File: src/rtl/mux_arb_16_if.sv
// Bus bundle for the 16-way round-robin arbitrated mux: requests and packed
// channel data in, one granted channel out with valid/ready plus grant status.
interface mux_arb_16_if #(
  parameter int width  = 4,
  parameter int swidth = 4
) ();
  logic [15:0]         req;
  logic [16*width-1:0] din;
  logic                o_ready;
  logic                o_valid;
  logic [width-1:0]    o;
  logic [swidth-1:0]   sel;
  logic [15:0]         ack;
  logic                busy;

  modport master (
    output req, din, o_ready,
    input  o_valid, o, sel, ack, busy
  );

  modport slave (
    input  req, din, o_ready,
    output o_valid, o, sel, ack, busy
  );
endinterface

File: src/rtl/mux_arb_16.sv
// Round-robin arbiter over 16 requesters that forwards the granted channel's
// data downstream under valid/ready and pulses a one-hot ack on completion.
module mux_arb_16 #(
  parameter int width  = 4,
  parameter int swidth = 4
) (
  input logic          clk,
  input logic          rst_n,
  mux_arb_16_if.slave  bus
);

  typedef enum logic {IDLE, GRANT} state_t;

  state_t            state_q, state_d;
  logic [swidth-1:0] sel_q, sel_d;
  logic [3:0]        last_q, last_d;
  logic [15:0]       ack_q, ack_d;

  // First set request searching upward from last+1; last itself ranks lowest.
  function automatic logic [3:0] rr_pick(input logic [15:0] r, input logic [3:0] l);
    logic [3:0] pick;
    logic [3:0] idx;
    pick = l;
    for (int i = 16; i >= 1; i--) begin
      idx = l + 4'(i);
      if (r[idx]) pick = idx;
    end
    return pick;
  endfunction

  always_comb begin
    // NOTE: every output of this block gets a default first, so no path
    // through the case leaves a value unassigned and no latch is inferred.
    state_d = state_q;
    sel_d   = sel_q;
    last_d  = last_q;
    ack_d   = '0;
    unique case (state_q)
      IDLE: begin
        if (bus.req != '0) begin
          sel_d   = swidth'(rr_pick(bus.req, last_q));
          state_d = GRANT;
        end
      end
      GRANT: begin
        if (bus.o_ready) begin
          ack_d   = 16'(1) << sel_q;
          last_d  = 4'(sel_q);
          state_d = IDLE;
        end
      end
      default: state_d = IDLE;
    endcase
  end

  always_ff @(posedge clk) begin
    // NOTE: state registers use non-blocking assignments so every flop samples
    // the pre-edge values, independent of statement order.
    if (!rst_n) begin
      state_q <= IDLE;
      sel_q   <= '0;
      last_q  <= 4'd15;
      ack_q   <= '0;
    end else begin
      state_q <= state_d;
      sel_q   <= sel_d;
      last_q  <= last_d;
      ack_q   <= ack_d;
    end
  end

  // Data path stays live in IDLE too: o shows the last granted channel.
  assign bus.o       = bus.din[sel_q*width +: width];
  assign bus.o_valid = (state_q == GRANT);
  assign bus.busy    = (state_q == GRANT);
  assign bus.sel     = sel_q;
  assign bus.ack     = ack_q;

endmodule

File: src/flat_wrapper.sv
// flat-port wrapper written by rule: the top's interface ports become plain ports
module mux_arb_16_flat 
#(
  parameter int width  = 4,
  parameter int swidth = 4
)
  (clk, rst_n, bus_req, bus_din, bus_o_ready, bus_o_valid, bus_o, bus_sel, bus_ack, bus_busy);
  mux_arb_16_if #(.width(width), .swidth(swidth)) bus_i ();
  input logic clk;
  input logic rst_n;
  input wire logic [$bits(bus_i.req)-1:0] bus_req;
  input wire logic [$bits(bus_i.din)-1:0] bus_din;
  input wire logic [$bits(bus_i.o_ready)-1:0] bus_o_ready;
  output wire logic [$bits(bus_i.o_valid)-1:0] bus_o_valid;
  output wire logic [$bits(bus_i.o)-1:0] bus_o;
  output wire logic [$bits(bus_i.sel)-1:0] bus_sel;
  output wire logic [$bits(bus_i.ack)-1:0] bus_ack;
  output wire logic [$bits(bus_i.busy)-1:0] bus_busy;
  assign bus_i.req = bus_req;
  assign bus_i.din = bus_din;
  assign bus_i.o_ready = bus_o_ready;
  assign bus_o_valid = bus_i.o_valid;
  assign bus_o = bus_i.o;
  assign bus_sel = bus_i.sel;
  assign bus_ack = bus_i.ack;
  assign bus_busy = bus_i.busy;
  mux_arb_16 #(.width(width), .swidth(swidth)) u_core (.clk(clk), .rst_n(rst_n), .bus(bus_i));
endmodule
File: config.mk
export PLATFORM = sky130hd
export DESIGN_NAME = mux_arb_16_flat
export DESIGN_NICKNAME = d
export VERILOG_FILES = /design/src/rtl/mux_arb_16_if.sv /design/src/rtl/mux_arb_16.sv /design/src/flat_wrapper.sv
export SDC_FILE = /design/constraint.sdc
export NUM_CORES = 1
export LEC_CHECK = 0
export ABC_AREA = 1
export CAP_MARGIN = 0
export CORE_ASPECT_RATIO = 1.25
export CORE_MARGIN = 5
export CORE_UTILIZATION = 35
export DETAILED_ROUTE_END_ITERATION = 12
export GPL_TIMING_DRIVEN = 0
export PLACE_DENSITY = 0.69
export SLEW_MARGIN = 20
export SYNTH_ARGS = -nofsm -noshare
export SYNTH_HDL_FRONTEND = slang
export SYNTH_SLANG_ARGS = --single-unit
File: constraint.sdc
create_clock -name clk -period 2.9 [get_ports clk]
set_input_delay 0.58 -clock clk [delete_from_list [all_inputs] [get_ports clk]]
set_output_delay 0.58 -clock clk [all_outputs]
set_load 0.05 [all_outputs]
==> flow_summary.ini, run 1 <==
[status]
status = finished, final reports clean

[layout]
drive_above_1_share_pct = 12.9
finalNonFillerCells = 698
n_antenna_cell = 0
fin_nets = 694
nFillCells = 812
final_common_cell = nand2_1
area_growth_pct = 51.0
layout_common_cells = nand2_1, clkdlybuf4s50_1, nand3_1

[placed_design]
hpwl_mm = 8.76
io_buffers = 108
dpl_worst_slack_ns = -0.425
dp.cells = 686
routabilityCongestion = 0.949

[global_route]
track_usage_pct = 20.6
grt_max_degree = 17
overflow = 0
antenna_found_initial = 0
grt_pass1_vias = 3608
grt_pass1_wl_mm = 17.3

[drt]
totalWireLength_mm = 10.7
via_per_inst = 5.35
top_layer = met4
via_count = 3735
ant_nets = 0
wl_met3_um = 971
wl_per_cell_um = 15.4
drtIter0Drc = 167
dr.pass1.iters = 5
wl_met1_mm = 4.12
drc = 0
wl_met2_mm = 5.25

[sta]
finClkSkew_ns = 0.00225
hold_violations = 0
fin_crit_sh_pct = 94.9
finalCriticalPeriod_ns = 2.75
finalMaxSlewViolations = 0
setup_slack_ns = 0.148
fmax_mhz = 363
tightest_slew_ns = 0.555
relSlewSlack_pct = 62.9
setup_viol = 0
rsz0062_at_grt = true

[logic_synthesis]
avgSynthCellArea_sq_um = 5.86
ys_ff_latch = 25
netlist.area_leader.share_pct = 20.2
ys_top_cells_by_area = nand2_1, dfxtp_1, nand3_1, a22oi_1, a21oi_1
synth_area_leader_cell = nand2_1
yosysWarnings = 0
synth_fp_nets = 573
netlist_area_sq_mm = 0.00283
netlist_instances = 483
ys_seq_area_share_pct = 17.7
synth_cell_type_count = 31

[worst_setup_path]
ff2ff_setup_slack_ns = 0.16
regToRegStartpoint = u_core.last_q[1]
r2r-end = u_core.bus.sel[0]
crit_path_end_kind = output pin
crit_fanout = 10
crit_start = u_core.bus.sel[0]
crit_path_start_kind = register
reg2reg_depth = 25
arrival_ns = 2.17
critPathRequiredTime_ns = 2.32
crit_type = register to output pin

[hold_path]
hold_class = register to register
hp-start = u_core.bus.sel[1]
hold_end = u_core.bus.sel[1]
whs_path_depth = 2

[floorplan]
start_util_pct = 36.1
dieWidth_um = 90.5
dieArea_sq_mm = 0.0100
io_pins = 109
core_region_area_sq_mm = 0.00784
die_h_um = 111
fp-row-count = 36

[clock_tree]
cts-root-buf = clkbuf_8
hold_buffers = 0
clk_pin_slew_ns = 0.09
clock_path_buffers = 2
clk_latency_ns = 0.27
cts_buffers = 3
htreeDepth = 1
numClockSinks = 25
cts_tree = yes

[pwr]
peakVddDrop_v = 0.000550
p_leak_nw = 1.90
p_per_area_mw_per_mm2 = 555

[job]
cap_violations = 0
-- through the flow --
stage                     hold WS, ns  utilization, %  total power [W]  cell area, sq um  TNS, ns
after floorplan                 0.690               -          0.00159              2830        0
after global placement          0.558            51.4          0.00207              4030    -2.59
after detailed placement        0.563            51.4          0.00209              4030    -2.84
after CTS                       0.616            52.7          0.00232              4130        0
after global routing            0.641            54.5          0.00259              4280  -0.0406
final                           0.613            54.5          0.00237              4280        0
-- Yosys cell counts, drive strengths merged --
master / count
dfxtp: 25
nand2: 163
o21ai: 13
xor2: 4
buf: 11
ha: 7
clkbuf: 7
nand3: 70
o21bai: 2
nor3: 18
a31oi: 5
nand4: 2
a22oi: 34
nor4: 3
xnor2: 1
or2: 2
a32o: 3
o21a: 2
inv: 50
a21oi: 40
nor2: 21
-- critical path, stage by stage (launching register included) --
cell and delay (ns):
dfxtp_2 0.42, nand2_1 0.17, inv_2 0.17, clkbuf_2 0.26, a22oi_1 0.14, a31oi_1 0.15, a32o_1 0.20, clkdlybuf4s18_2 0.39
-- sequential cells by signal (all words and copies together) (netlist names) --
register         count
u_core.bus.sel       4
u_core.bus.ack      16
u_core.last_q        4
u_core.bus.busy      1
-- timing repair --
item | in CTS | in global routing
resized for setup | 31 | 21
endpoints found under the setup margin | 8 | 8
setup buffers | 0 | 11
pin swaps | 0 | 2
-- routing by layer --
metal,track usage [%],vias to the layer above
met5,0,-
met4,7.75,0
met3,5.65,28
met2,37.7,162
met1,22.2,1662
li1,-,1883
-- cell families after synthesis --
group / synth area share (%)
buffers and inverters: 10.7
AND/OR/NAND/NOR: 43.0
AO/OA/AOI/OAI: 21.9
adder cells (fa/ha/maj): 3.09
XOR/XNOR: 3.67
flip-flops: 17.7
-- final cells by class --
class                      count  area [sq um]  area share [%]
sequential                    25           512            12.0
clock inverter                 1          7.51           0.176
buffer                        15           124            2.90
clock buffer                   3          41.3           0.966
timing repair buffer         119          1170            27.3
tap                           95           119            2.78
inverter                      50           209            4.89
multi-input combinational    390          2100            49.0
-- how the worst max path moves through the flow --
stage / endpoint / slack [ns] / cells after the start
final: bus_o[3] / 0.15 / 7
after floorplan: u_core.bus.sel[0] / 0.19 / 26
after CTS: bus_o[3] / 0.02 / 7
after global routing: u_core.bus.sel[3] / -0.02 / 26
after detailed placement: bus_o[3] / -0.42 / 7
after global placement: bus_o[3] / -0.41 / 7
-- where the power goes --
| part | switching (W) | internal [W] |
|---|---|---|
| sequential | 0.0000476 | 0.000368 |
| combinational | 0.00109 | 0.000656 |
| clock | 0.000111 | 0.0000973 |
(Power assumes the default switching activity.)
==> inputs of run 2 (changes only) <==
Clock period 2.9 ns to 2.25 ns, I/O delays scaled along.
==> flow_summary.ini, run 2 (synthesis gave the netlist of run 1 again) <==
[sta]
tightest_slew_ns = 0.534
fin_crit_sh_pct = 115
finalMaxSlewViolations = 0
whs_ns = 0.565
finalCriticalPeriod_ns = 2.58
hold_violations = 0
rsz0062_at_grt = true
relSlewSlack_pct = 64.3
fmax_mhz = 387
finClkSkew_ns = 0.00719
setup_viol = 4
setup_slack_ns = -0.334

[worst_setup_path]
crit_buf_inv = 5
crit_fanout = 8
crit_type = register to register
crit_path_end_kind = register
crit_path_start_kind = register
critPathRequiredTime_ns = 2.41
arrival_ns = 2.74
cp_top_family = simple AND/OR/NAND/NOR gates
critPathMostFrequentCell = nand2_1
max_stage_delay_ns = 0.39
crit_slowest_cell = dfxtp_4

[clock_tree]
clk_latency_ns = 0.27
clock_path_buffers = 2
hold_buffers = 0
numClockSinks = 25
htreeDepth = 1
clk_pin_slew_ns = 0.09
cts_tree = yes
cts_buffers = 3
cts-root-buf = clkbuf_8

[drt]
drtIter0Drc = 165
via_per_inst = 5.35
ant_nets = 0
dr.pass1.iters = 5
drc = 0
totalWireLength_mm = 10.9
via_count = 3836
wl_per_cell_um = 15.3

[layout]
final_area_sq_mm = 0.00463
n_antenna_cell = 0
fin_nets = 713
largest_register_ff_count = 16
layout_common_cells = nand2_1, clkdlybuf4s50_1, nand3_1
drive_above_1_share_pct = 22.2
final_common_cell = nand2_1
area_growth_pct = 63.5

[floorplan]
fp-row-count = 36
start_util_pct = 36.1
die_h_um = 111
core_region_area_sq_mm = 0.00784
dieWidth_um = 90.5
dieArea_sq_mm = 0.0100
io_pins = 109

[global_route]
grt_pass1_vias = 3735
antenna_found_initial = 0
grt_max_degree = 17
track_usage_pct = 20.5
grt_pass1_wl_mm = 17.3
overflow = 0

[pwr]
peakVddDrop_v = 0.000459
p_leak_nw = 2.08
p_per_area_mw_per_mm2 = 728

[placed_design]
hpwl_mm = 8.60
routabilityCongestion = 0.962
dpl_cell_area_sq_mm = 0.00412
io_buffers = 108
dpl_worst_slack_ns = -0.762

[job]
cap_violations = 0

[hold_path]
hold_class = register to register

[status]
status = finished, violations left
violations = setup timing
[run 2: cell types whose count changed in the layout (fill, tap and decap cells not counted), moves of 6 or more]
cell	delta
nand3_2	+7
nand2_2	+7
nand2_1	-9
inv_2	+6
nand3_1	-9
a21oi_2	+6
buf_4	+20
a21oi_1	-6
[run 2: tightest hold or removal path, delay by kind of cell (launching register included)]
kind	cells	cell delay, ns
flops	1	0.39
simple gates	2	0.14
[run 2: stage by stage]
stage               utilization [%]  total power [W]  setup TNS (ns)  std cells
CTS                            56.3          0.00319           -1.21        706
global route                   59.1          0.00366           -2.25        717
finish                         59.1          0.00337           -1.29        717
floorplan                         -          0.00210          -0.272        483
detailed placement             52.5          0.00274           -4.80        686
global placement               52.5          0.00272           -4.83        686
[run 2: layout make-up]
cell class | count | area, sq um
sequential | 25 | 515
inverter | 50 | 195
clock inverter | 1 | 8.76
fill | 807 | 3210
clock buffer | 3 | 41.3
timing repair buffer | 136 | 1290
buffer | 17 | 195
multi-input combinational | 390 | 2270
tap | 95 | 119
[run 2: power by group]
part           total [W]  switching (W)  internal [W]
Sequential      0.000540      0.0000614      0.000478
Combinational    0.00255        0.00151       0.00104
Clock           0.000280       0.000150      0.000130
Total            0.00337        0.00172       0.00165
[run 2: routing by layer]
| layer | vias to the layer above | GRT usage, % | share of wire [%] |
|---|---|---|---|
| li1 | 1919 | - | - |
| met1 | 1737 | 22.7 | 38 |
| met2 | 160 | 37.4 | 50 |
| met3 | 20 | 5.17 | 9.4 |
| met4 | 0 | 7.05 | 2.6 |
| met5 | - | 0 | 0 |
[run 2: timing repair]
action,CTS,global route
setup endpoints to repair,8,8
setup buffers,17,11
gates resized for setup,64,40
hold endpoints to repair,0,0
pin swaps,14,13
[run 2: worst paths after layout]
kind,from,to,slack [ns],cells after the start
worst min-delay path,u_core.bus.sel[0],u_core.bus.ack[7],0.56,2
worst max register to register,u_core.last_q[1],u_core.bus.sel[1],-0.33,26
worst max-delay path,u_core.last_q[1],u_core.bus.sel[1],-0.33,26
worst min register to register,u_core.bus.sel[0],u_core.bus.ack[7],0.56,2
